==> config.mk <==
export PLATFORM = sky130hd
export DESIGN_NAME = noc_pio_bridge
export DESIGN_NICKNAME = d
export VERILOG_FILES = /design/src/rtl/noc_pio_bridge.sv
export SDC_FILE = /design/constraint.sdc
export NUM_CORES = 1
export LEC_CHECK = 0
export CAP_MARGIN = 10
export CORE_MARGIN = 3
export CORE_UTILIZATION = 38
export DETAILED_ROUTE_END_ITERATION = 8
export PLACE_DENSITY = 0.7
export SYNTH_ARGS = -nofsm -noshare
export SYNTH_HDL_FRONTEND = slang
export SYNTH_SLANG_ARGS = --single-unit
==> constraint.sdc <==
create_clock -name clk_clk -period 3.16 [get_ports clk_clk]
set_input_delay 0.632 -clock clk_clk [delete_from_list [all_inputs] [get_ports clk_clk]]
set_output_delay 0.632 -clock clk_clk [all_outputs]
set_load 0.01 [all_outputs]
==> src/rtl/noc_pio_bridge.sv <==
// noc_pio_bridge: PIO <-> NoC packet bridge with TX/RX FIFOs; optional drop counter (NOC_PIO_DROP_CNT_EN).
// Latency: send/pop strobe or NoC handshake in cycle N is visible on outputs from N+1.
// Backpressure: noc_tx_valid/ready drains TX; noc_rx_ready drops when RX is full; sends into a full TX are lost and flag tx_ovf.

// noc_pio_fifo: generic pointer-based FIFO, storage not reset.
// Latency: push in cycle N is at the head from N+1 when the FIFO was empty.
// Backpressure: push ignored while full, pop ignored while empty; both judged on registered pointers.
module noc_pio_fifo #(
  parameter int W     = 8,
  parameter int DEPTH = 4
) (
  input  logic         core_clk,
  input  logic         arst_n,
  input  logic         push_vld,
  input  logic [W-1:0] push_dat,
  input  logic         pop_vld,
  output logic         full,
  output logic         empty,
  output logic [W-1:0] head_dat
);
  localparam int AW = $clog2(DEPTH);

  logic [W-1:0] mem [DEPTH];
  logic [AW:0]  wr_ptr;
  logic [AW:0]  rd_ptr;
  logic         push_ok;
  logic         pop_ok;

  // Extra wrap bit distinguishes full from empty when the index bits match.
  assign empty    = (wr_ptr == rd_ptr);
  assign full     = (wr_ptr[AW] != rd_ptr[AW]) && (wr_ptr[AW-1:0] == rd_ptr[AW-1:0]);
  assign push_ok  = push_vld && !full;
  assign pop_ok   = pop_vld && !empty;
  assign head_dat = mem[rd_ptr[AW-1:0]];

  // Pointer update; push and pop in the same cycle both advance.
  always_ff @(posedge core_clk or negedge arst_n) begin
    if (!arst_n) begin
      wr_ptr <= '0;
      rd_ptr <= '0;
    end else begin
      if (push_ok) wr_ptr <= wr_ptr + 1'b1;
      if (pop_ok)  rd_ptr <= rd_ptr + 1'b1;
    end
  end

  // Storage write; contents survive reset, only the pointers are cleared.
  always_ff @(posedge core_clk) begin
    if (push_ok) mem[wr_ptr[AW-1:0]] <= push_dat;
  end
endmodule

module noc_pio_bridge #(
  parameter int                ADDR_W   = 8,
  parameter int                DATA_W   = 32,
  parameter int                TX_DEPTH = 4,
  parameter int                RX_DEPTH = 4,
  parameter logic [ADDR_W-1:0] NODE_ID  = '0
) (
  input  logic                       clk_clk,
  input  logic                       reset_reset_n,
  input  logic [ADDR_W-1:0]          pio_dest,
  input  logic [DATA_W-1:0]          pio_wdata,
  input  logic [2:0]                 pio_ctrl,
  output logic [ADDR_W-1:0]          pio_rsrc,
  output logic [DATA_W-1:0]          pio_rdata,
  output logic [15:0]                pio_status,
  output logic                       noc_tx_valid,
  input  logic                       noc_tx_ready,
  output logic [2*ADDR_W+DATA_W-1:0] noc_tx_data,
  input  logic                       noc_rx_valid,
  output logic                       noc_rx_ready,
  input  logic [2*ADDR_W+DATA_W-1:0] noc_rx_data
);
  localparam int PKT_W = 2*ADDR_W + DATA_W;
  localparam int RXE_W = ADDR_W + DATA_W;

  logic [1:0]        ctrl_q;
  logic              send_vld;
  logic              pop_vld;
  logic              tx_full;
  logic              tx_empty;
  logic [PKT_W-1:0]  tx_head_dat;
  logic              tx_pop_vld;
  logic              tx_ovf;
  logic              run_q;
  logic              rx_full;
  logic              rx_empty;
  logic [RXE_W-1:0]  rx_head_dat;
  logic              rx_xfer;
  logic              rx_hit;
  logic              rx_push_vld;
  logic [ADDR_W-1:0] rx_dest;
  logic [7:0]        drop_cnt;

  // Toggle strobes: a change on pio_ctrl[1:0] relative to last cycle is one event.
  assign send_vld = pio_ctrl[0] ^ ctrl_q[0];
  assign pop_vld  = pio_ctrl[1] ^ ctrl_q[1];

  // Remember last ctrl level; run_q keeps noc_rx_ready low while reset is asserted.
  always_ff @(posedge clk_clk or negedge reset_reset_n) begin
    if (!reset_reset_n) begin
      ctrl_q <= '0;
      run_q  <= 1'b0;
    end else begin
      ctrl_q <= pio_ctrl[1:0];
      run_q  <= 1'b1;
    end
  end

  noc_pio_fifo #(.W(PKT_W), .DEPTH(TX_DEPTH)) u_tx_fifo (
    .core_clk (clk_clk),
    .arst_n   (reset_reset_n),
    .push_vld (send_vld),
    .push_dat ({pio_dest, NODE_ID, pio_wdata}),
    .pop_vld  (tx_pop_vld),
    .full     (tx_full),
    .empty    (tx_empty),
    .head_dat (tx_head_dat)
  );

  // Head is gated to zero when empty so stale storage never leaks out.
  assign noc_tx_valid = !tx_empty;
  assign noc_tx_data  = tx_empty ? '0 : tx_head_dat;
  assign tx_pop_vld   = noc_tx_valid && noc_tx_ready;

  // Sticky overflow: a lost send sets it and beats a concurrent clear.
  always_ff @(posedge clk_clk or negedge reset_reset_n) begin
    if (!reset_reset_n) begin
      tx_ovf <= 1'b0;
    end else if (send_vld && tx_full) begin
      tx_ovf <= 1'b1;
    end else if (pio_ctrl[2]) begin
      tx_ovf <= 1'b0;
    end
  end

  // Ready depends only on registered state, never on noc_tx_ready or noc_rx_valid.
  assign noc_rx_ready = run_q && !rx_full;
  assign rx_xfer      = noc_rx_valid && noc_rx_ready;
  assign rx_dest      = noc_rx_data[PKT_W-1 -: ADDR_W];
  assign rx_hit       = (rx_dest == NODE_ID);
  assign rx_push_vld  = rx_xfer && rx_hit;

  noc_pio_fifo #(.W(RXE_W), .DEPTH(RX_DEPTH)) u_rx_fifo (
    .core_clk (clk_clk),
    .arst_n   (reset_reset_n),
    .push_vld (rx_push_vld),
    .push_dat (noc_rx_data[RXE_W-1:0]),
    .pop_vld  (pop_vld),
    .full     (rx_full),
    .empty    (rx_empty),
    .head_dat (rx_head_dat)
  );

  assign pio_rsrc  = rx_empty ? '0 : rx_head_dat[RXE_W-1 -: ADDR_W];
  assign pio_rdata = rx_empty ? '0 : rx_head_dat[DATA_W-1:0];

`ifdef NOC_PIO_DROP_CNT_EN
  logic rx_drop_vld;
  assign rx_drop_vld = rx_xfer && !rx_hit;

  // Saturating count of misaddressed packets; only reset clears it.
  always_ff @(posedge clk_clk or negedge reset_reset_n) begin
    if (!reset_reset_n) begin
      drop_cnt <= '0;
    end else if (rx_drop_vld && (drop_cnt != 8'hFF)) begin
      drop_cnt <= drop_cnt + 8'd1;
    end
  end
`else
  assign drop_cnt = '0;
`endif

  assign pio_status = {drop_cnt, 4'b0000, tx_ovf, !rx_empty, tx_empty, tx_full};
endmodule

# --- After elaboration in Yosys (flattened, before gate mapping) ---
# Memory sizes are Yosys's and may differ from the RTL's.
# Cells that the tools add are included.
word_totals:
  regBits: 16
  latch_bits: 0
  mem_bits_rw: 320
  mem_bits_ro: 0
  inputBits: 95
  output_inout_bits: 106
  wordCells: 47
  n_memories: 2
op_classes:
  n_addsub: 4
  mul: 0
  div_mod_pow: 0
  magnitude_cmp: 0
  n_eq_ne: 6
  shifts: 0
  n_mux: 9
  bitwise_logic: 2
  n_reduce_logical: 17
mem_list:
  columns: ["name", "depth", "width", "rd", "rd_clocked_by_memory_dff", "wr", "line", "text"]
  rows:
  - ["u_rx_fifo.mem", 4, 40, 1, 0, 1, "23", "logic [W-1:0] mem [DEPTH];"]
  - ["u_tx_fifo.mem", 4, 40, 1, 0, 1, "23", null]
ops:
  columns: ["cell", "n"]
  rows:
  - ["two-way mux 48 bit", 1]
  - ["two-way mux 32 bit", 1]
  - ["adder 3 x 1 -> 3 bit (second input constant)", 4]
  - ["logical AND 1 bit", 11]
  - ["logical NOT 8 bit", 1]
  - ["two-way mux 8 bit", 1]
  - ["equality test 3 bit", 2]
  - ["two-way mux 1 bit", 6]
  - ["equality test 2 bit", 2]
  - ["logical NOT 1 bit", 4]
  - ["inequality test 1 bit", 2]
  - ["nonzero test 2 bit", 1]
  - ["XOR 1 bit", 2]

# --- Logic depth before layout (Yosys ltp) ---
# Gate-level depths: netlist (run 1).
logic_depth:
  ltp_word: 9
  mapped_depth: 7

# --- Hierarchy ---
# From an unflattened synthesis (run 1), not the netlist that was laid out.
hier_totals:
  cells_unflattened: 688
  area_unflattened_um2: 14582.7
by_module_without_submodules:
  columns: ["mod", "n_inst", "cells_each", "area_each_um2"]
  rows:
  - ["noc_pio_fifo at u_tx_fifo", 1, 300, 7408.4]
  - ["noc_pio_fifo at u_rx_fifo", 1, 258, 6282.3]
  - ["noc_pio_bridge", 1, 130, 892.1]

# --- Worst setup path before layout (run 1) ---
# OpenSTA, ideal clock, no wires.
synth_timing:
  kind: "input-to-reg"
  from: "input port noc_rx_data[42]"
  to: "memory u_rx_fifo.mem[3][0] (netlist name) (enable)"
  setup_time_ns: 0.401
  t_arrival_ns: 2.620
  required_time_ns: 2.759
  slack_ns: 0.139
  cell_stages: 5
  n_path_buf: 1
  cell_sequence: "or4b_1 nor3_1 and4_1 buf_6 and2_1"
synth_via:
  elab_chain_len: 5
synth_rtl:
  columns: ["item", "line", "text"]
  rows:
  - ["start, declared", "73", "input logic [2*ADDR_W+DATA_W-1:0] noc_rx_data"]
  - ["logical NOT 8 bit", "142", "assign rx_hit = (rx_dest == NODE_ID);"]
  - ["logical AND 1 bit", "143", "assign rx_push_vld = rx_xfer && rx_hit;"]
  - ["logical AND 1 bit", "32", "assign push_ok = push_vld && !full;"]
  - ["two-way mux 1 bit", "49", "if (push_ok) mem[wr_ptr[AW-1:0]] <= push_dat;"]
  - ["two-way mux 1 bit (implied by the code)", "49", null]
  - ["end, declared", "23", null]
# Every way passes these cells.

# --- Final worst setup path (run 1) ---
layout_timing:
  from: "register u_rx_fifo.rd_ptr[1]"
  to: "output port pio_rdata[10]"
layout_via:
  elab_chain_len: 2
  elab_cells_between_ends: 3
  classes_between: "eq/ne: 1; mux: 1; memory: 1"
layout_rtl:
  columns: ["item", "line", "text"]
  rows:
  - ["start, declared", "25", "logic [AW:0] rd_ptr;"]
  - ["start signal, assigned", "43", "if (pop_ok) rd_ptr <= rd_ptr + 1'b1;"]
  - ["memory read (4 x 40 bit) or equality test 3 bit (tied branches)", null, null]
  - ["two-way mux 32 bit *", "157", "assign pio_rdata = rx_empty ? '0 : rx_head_dat[DATA_W-1:0];"]
  - ["end, declared", "66", "output logic [DATA_W-1:0] pio_rdata,"]
# Mark *: on every way between the ends. The rest lies on a longest branch, timed or not.

==> results.sh, run 1 <==
export IMPL_chipWidth_um=192
export IMPL_cellLeakagePower_uw=0.00555
export IMPL_highest_layer="met4"
export IMPL_rsz0062_at_grt="no"
export IMPL_port_buffers=180
export IMPL_viasPerCell=4.83
export IMPL_max_freq_ghz=0.326
export IMPL_hold_viol=0
export IMPL_wl_met1_um=10900
export IMPL_pwr_share_clk=0.252
export IMPL_antenna_found_initial=0
export IMPL_seqCellArea_mm2=0.0100
export IMPL_grt_overflow=0
export IMPL_peakVddDrop_mv=0.587
export IMPL_swShare=0.286
export IMPL_ctsHoldBuffers=0
export IMPL_postRouteAntennaNets=0
export IMPL_synth_main_ff_cell="edfxtp_1"
export IMPL_finalWirelength_um=26300
export IMPL_startpoint_type="flip-flop"
export IMPL_ys_seq_area_frac=0.762
export IMPL_core_rowCount=67
export IMPL_drt_initial_drc_count=458
export IMPL_cap_violations=0
export IMPL_hp_class="flip-flop to flip-flop"
export IMPL_start_util=0.389
export IMPL_cts_num_sinks=336
export IMPL_clk_path_buf_depth=3
export IMPL_timing_worst_setup_path_type="flip-flop to output pin"
export IMPL_fin_crit_ns=3.07
export IMPL_first_global_vias=6903
export IMPL_drc=0
export IMPL_finalCritPeriodShare=0.971
export IMPL_antenna_cells=0
export IMPL_fin_cells=1303
export IMPL_ff2ff_setup_slack_ns=0.97
export IMPL_power_switching_uw=4460
export IMPL_syn_area_mm2=0.0131
export IMPL_powerDensity_mw_per_mm2=926
export IMPL_track_usage=0.143
export IMPL_ys_types=29
export IMPL_first_pass_iters=5
export IMPL_place_inst=1238
export IMPL_crit_required_ns=2.53
export IMPL_tritoncts="yes"
export IMPL_wl_per_cell_um=20.2
export IMPL_root_buffer="clkbuf_16"
export IMPL_gp_congestion=0.742
export IMPL_synth_cells=615
export IMPL_setup_tns_ns=0
export IMPL_vias=6299
export IMPL_grt_max_degree=43
export IMPL_setup_viol=0
export IMPL_synth_warnings=0
export IMPL_multi_input_area_mm2=0.00292
export IMPL_cts_buffers=36
export IMPL_worstPathArrival_ns=2.44
export IMPL_synthToLayoutAreaGrowth_pct=28.2
export IMPL_htree_levels=2
export IMPL_pwr_share_comb=0.383
export IMPL_worst_path_max_fanout=16
export IMPL_clock_skew_ns=0.0251
export IMPL_fin_nets=933
export IMPL_fillers=2728
export IMPL_tightest_slew_ns=0.812
export IMPL_status="finished clean"
export IMPL_p_seq_frac=0.365
export IMPL_synthArstFlopShare=0.0476
export IMPL_synth_edff_count=320
export IMPL_dieArea_mm2=0.0368
export IMPL_dp_hpwl_um=17000
export IMPL_syn_mean_instance_area_um2=21.4
export IMPL_synth_seq_cells=336
export IMPL_max_slew_margin_rel=0.457
export IMPL_critPathCaptureType="output pin"
export IMPL_p_int_uw=11100
export IMPL_routed_wl_met2_um=13900
export IMPL_die_y_um=192
export IMPL_cts_setup_buffers=0
export IMPL_drv_slew=0
export IMPL_drive_above_1_share=0.208
export IMPL_core_area_mm2=0.0338
export IMPL_worst_skew_pair_late_latency_ns=0.51
export IMPL_met3WireLength_um=1080
export IMPL_path_clk_slew_ns=0.06
export IMPL_grt_pass1_wl_um=40200
export IMPL_io_pins=201
-- per-layer routing --
layer / track usage / up-vias
li1: - / 2816
met1: 0.184 / 3281
met2: 0.250 / 168
met3: 0.0239 / 34
met4: 0.0406 / 0
met5: 0 / -
-- cells by family (layout without fill, tap and decap cells) --
family / after synthesis / after routing / synth area share
compound gates: 3 / 3 / 0.00152
xor+xnor: 17 / 17 / 0.0113
fa+ha+maj: 10 / 10 / 0.00952
buf+inv: 59 / 280 / 0.0255
flops: 336 / 336 / 0.762
mux: 83 / 83 / 0.140
other cells: 2 / 21 / 0.000572
simple gates: 105 / 105 / 0.0495
-- final cells by class --
cell class / instances / area share
multi-input combinational: 239 / 0.173
timing repair buffer: 208 / 0.131
clock buffer: 48 / 0.0574
sequential: 336 / 0.595
inverter: 7 / 0.00156
clock inverter: 17 / 0.00869
tap: 448 / 0.0333
-- registers in the layout (all words and copies together), names as in the netlist --
| signal | count |
|---|---|
| u_tx_fifo.wr_ptr | 3 |
| u_tx_fifo.rd_ptr | 3 |
| u_tx_fifo.mem | 160 |
| u_rx_fifo.mem | 160 |
| run_q | 1 |
| tx_ovf | 1 |
| u_rx_fifo.rd_ptr | 3 |
| u_rx_fifo.wr_ptr | 3 |
| ctrl_q | 2 |
-- per-stage QoR --
stage                     utilization  hold WS, ns  power [uW]  cell area [um^2]  worst slack (ns)
after floorplan                     -        0.336        8900             13200             0.139
after global placement          0.463        0.477       11700             15700             0.186
after detailed placement        0.463        0.486       11800             15700             0.194
after CTS                       0.497        0.501       15800             16800           0.00189
after global routing            0.499        0.525       16400             16800           0.00117
final                           0.499        0.496       15600             16800            0.0918
-- critical path, stage by stage, from the launching register on --
cell             delay, ns
dfrtp_4               0.57
buf_4                 0.31
mux4_2                0.22
nor2b_1               0.24
clkdlybuf4s50_1       0.59
-- Yosys cell counts (2+ instances only) --
library cell	number	area, um^2
buf_2	10	50.1
dfrtp_1	16	400
conb_1	2	7.51
inv_1	7	26.3
nor3_1	2	10.0
nor2_1	3	11.3
nand2_1	3	11.3
nand3_1	2	10.0
and2_1	49	307
edfxtp_1	320	9610
ha_1	10	125
buf_4	23	173
mux2_2	2	22.5
nor2b_1	40	250
xnor2_1	11	96.3
mux4_2	80	1800
buf_6	2	22.5
xor2_1	6	52.6
clkbuf_1	17	63.8
-- power groups by stage --
stage	combinational [uW]	clock, uW	sequential [uW]
global placement	5990	0	5740
detailed placement	6040	0	5760
finish	5970	3940	5690
CTS	6090	4050	5680
global route	6430	4240	5740
floorplan	3210	0	5690
-- worst paths after layout --
path,startpoint,end,depth (start not counted)
setup / recovery,u_rx_fifo.rd_ptr[1]$_DFFE_PN0P_,pio_rdata[10],4
hold / removal,u_rx_fifo.rd_ptr[2]$_DFFE_PN0P_,u_rx_fifo.rd_ptr[2]$_DFFE_PN0P_,1
setup reg to reg,u_rx_fifo.rd_ptr[1]$_DFFE_PN0P_,u_rx_fifo.mem[3][33]$_DFFE_PP_,5
hold reg to reg,u_rx_fifo.rd_ptr[2]$_DFFE_PN0P_,u_rx_fifo.rd_ptr[2]$_DFFE_PN0P_,1
max in group asynchronous,reset_reset_n,u_rx_fifo.rd_ptr[1]$_DFFE_PN0P_,1
min in group asynchronous,reset_reset_n,u_tx_fifo.wr_ptr[1]$_DFFE_PN0P_,1
-- cell usage in the layout, fill, tap and decap left out, types with 3 or more instances in the layout --
cell type and count:
ha_1 10, edfxtp_1 320, xor2_1 4, clkinv_1 7, clkbuf_16 37, conb_1 21
dfrtp_2 3, and2_1 41, buf_12 14, nor2b_1 39, and2_2 8, clkdlybuf4s50_1 180
clkbuf_1 11, xnor2_1 9, mux4_2 80, buf_4 8, inv_1 7, dfrtp_1 12
buf_6 6
-- what timing repair did --
item,in CTS,in global routing
gates cloned,0,0
endpoints found under the setup margin,41,50
gates resized for setup,6,12
(Power assumes the default switching activity.)
==> run 2, diff against run 1 <==
Settings changed: SKIP_LAST_GASP from default to 1.
==> results of run 2 <==
No change in the layout: final DEF, timing and power equal those of run 1.
==> run 3, diff against run 2 <==
Settings changed: GPL_TIMING_DRIVEN from default to 0.
==> run 3 against run 2 <==
  * Critical path depth up 1
  * Core utilization up 0.70 points
  * Count of clock-buffer cells in the layout down 4
  * Die area unchanged
  * Design area up 1.4%
  * Routed wire length down 1.0%
  * Global-route usage down 0.061 points
  * Setup slack worse by 0.021 ns
  * Clock power down 1%
  * Sequential share of layout area down 0.84 points
  * Non-clock buffer count up 37
==> results.sh, run 3 (synthesized netlist as in run 1, its figures left out) <==
export IMPL_synthToLayoutAreaGrowth_pct=30.0
export IMPL_critical_path_top_delay_family="buffers and inverters"
export IMPL_critPathCaptureType="output pin"
export IMPL_drc=0
export IMPL_reg2regPathDepth=6
export IMPL_tightest_slew_ns=0.829
export IMPL_dieArea_mm2=0.0368
export IMPL_fin_ws_ns=0.0708
export IMPL_tritoncts="yes"
export IMPL_fin_util=0.506
export IMPL_timing_worst_setup_path_type="flip-flop to output pin"
export IMPL_setup_tns_ns=0
export IMPL_dp_hpwl_um=17100
export IMPL_first_global_vias=6859
export IMPL_ctsHoldBuffers=0
export IMPL_max_freq_ghz=0.324
export IMPL_start_util=0.389
export IMPL_clock_skew_ns=0.00656
export IMPL_cellLeakagePower_uw=0.00580
export IMPL_hold_start="u_rx_fifo.rd_ptr[2]$_DFFE_PN0P_"
export IMPL_crit_buf_inv=3
export IMPL_cts_num_sinks=336
export IMPL_grt_max_degree=32
export IMPL_path_clk_slew_ns=0.06
export IMPL_fin_nets=971
export IMPL_cpPeakStageDelay_ns=0.52
export IMPL_core_area_mm2=0.0338
export IMPL_drt_initial_drc_count=270
export IMPL_slowest_stage="mux4_2"
export IMPL_gp_congestion=0.685
export IMPL_max_slew_margin_rel=0.446
export IMPL_crit_cells=5
export IMPL_viasPerCell=4.79
export IMPL_worst_skew_pair_late_latency_ns=0.49
export IMPL_wl_per_cell_um=19.5
export IMPL_finalCritPeriodShare=0.978
export IMPL_antenna_found_initial=0
export IMPL_r2r_end="u_rx_fifo.mem[3][13]$_DFFE_PP_"
export IMPL_htree_levels=2
export IMPL_clk_path_buf_depth=3
export IMPL_startpoint_type="flip-flop"
export IMPL_place_area_mm2=0.0157
export IMPL_core_rowCount=67
export IMPL_powerDensity_mw_per_mm2=922
export IMPL_hold_path_endpoint="u_rx_fifo.rd_ptr[2]$_DFFE_PN0P_"
export IMPL_post_place_ws_ns=-0.301
export IMPL_hp_class="flip-flop to flip-flop"
export IMPL_die_y_um=192
export IMPL_crit_required_ns=2.53
export IMPL_postRouteAntennaNets=0
export IMPL_multi_input_area_mm2=0.00293
export IMPL_rsz0062_at_grt="yes"
export IMPL_vias=6398
export IMPL_ff2ff_setup_slack_ns=0.72
export IMPL_fin_crit_ns=3.09
export IMPL_grt_overflow=0
export IMPL_crit_chain="buf_4 > buf_6 > mux4_2 > and2_1 > clkdlybuf4s50_1"
export IMPL_fillers=2683
export IMPL_whs_path_depth=1
export IMPL_first_pass_iters=4
export IMPL_hold_viol=0
export IMPL_antenna_cells=0
export IMPL_timing_rr_start="u_rx_fifo.rd_ptr[0]$_DFFE_PN0P_"
export IMPL_worstPathArrival_ns=2.46
export IMPL_worst_path_max_fanout=10
export IMPL_drive_above_1_share=0.236
export IMPL_cap_violations=0
export IMPL_drv_slew=0
export IMPL_port_buffers=180
export IMPL_grt_pass1_wl_um=39800
export IMPL_final_area_mm2=0.0171
export IMPL_setup_viol=0
export IMPL_peakVddDrop_mv=0.549
export IMPL_chipWidth_um=192
export IMPL_final_cell_mix="edfxtp_1 (320), clkdlybuf4s50_1 (169), mux4_2 (80), and2_1 (41)"
export IMPL_cts_buffers=37
export IMPL_track_usage=0.142
export IMPL_status="finished clean"
export IMPL_root_buffer="clkbuf_16"
export IMPL_io_pins=201
export IMPL_seqCellArea_mm2=0.0100
export IMPL_mostFrequentLayoutCell="edfxtp_1"
export IMPL_finalWirelength_um=26000
## run 3: cell count changes in the layout (fill, tap and decap cells not counted), moves of 4 or more
cell             previous run  this run
buf_4                       8        32
clkbuf_1                   11         7
clkbuf_2                    0         8
clkdlybuf4s50_1           180       169
clkbuf_4                    0         4
dlymetal6s2s_1              0         8
## run 3: report_power, final
group	switching, uW	internal [uW]
combinational	2710	3480
sequential	174	5480
clock	1600	2300
## run 3: repair_timing
action,4_1_cts,5_1_grt
pin swaps,1,1
endpoints found under the setup margin,80,73
setup buffers,3,3
resized for setup,44,34
## run 3: final cells by class
class,count,area share
repair buffers,194,0.118
clock inverters,17,0.00806
multi-input cells,239,0.171
flip-flops and latches,336,0.586
plain buffers,51,0.0257
clock buffers,44,0.0558
well taps,448,0.0328
inverters,7,0.00154
## run 3: layer usage
layer	track usage	up-vias	part of all wire
li1	-	2897	-
met1	0.185	3314	0.41
met2	0.247	150	0.52
met3	0.0261	37	0.043
met4	0.0370	0	0.019
met5	0	-	0
## run 3: worst max-delay path by stage
stage,from,endpoint,slack (ns)
6_report,u_tx_fifo.rd_ptr[0]$_DFFE_PN0P_,noc_tx_data[4],0.07
5_1_grt,u_tx_fifo.rd_ptr[0]$_DFFE_PN0P_,noc_tx_data[4],-0.02
4_1_cts,u_rx_fifo.rd_ptr[1]$_DFFE_PN0P_,pio_rdata[28],-0.0009
3_5_place_dp,noc_rx_data[42],u_rx_fifo.mem[3][25]$_DFFE_PP_,-0.30
3_3_place_gp,noc_rx_data[42],u_rx_fifo.mem[1][9]$_DFFE_PP_,-1.34
2_1_floorplan,noc_rx_data[42],u_rx_fifo.mem[3][0]$_DFFE_PP_,0.14
## run 3: metrics by stage
stage	std cells	power [uW]	hold slack (ns)
finish	1336	15700	0.491
global route	1336	16600	0.529
CTS	1333	15900	0.493
detailed placement	1270	11800	0.477
global placement	1262	11700	0.477
floorplan	634	8900	0.336
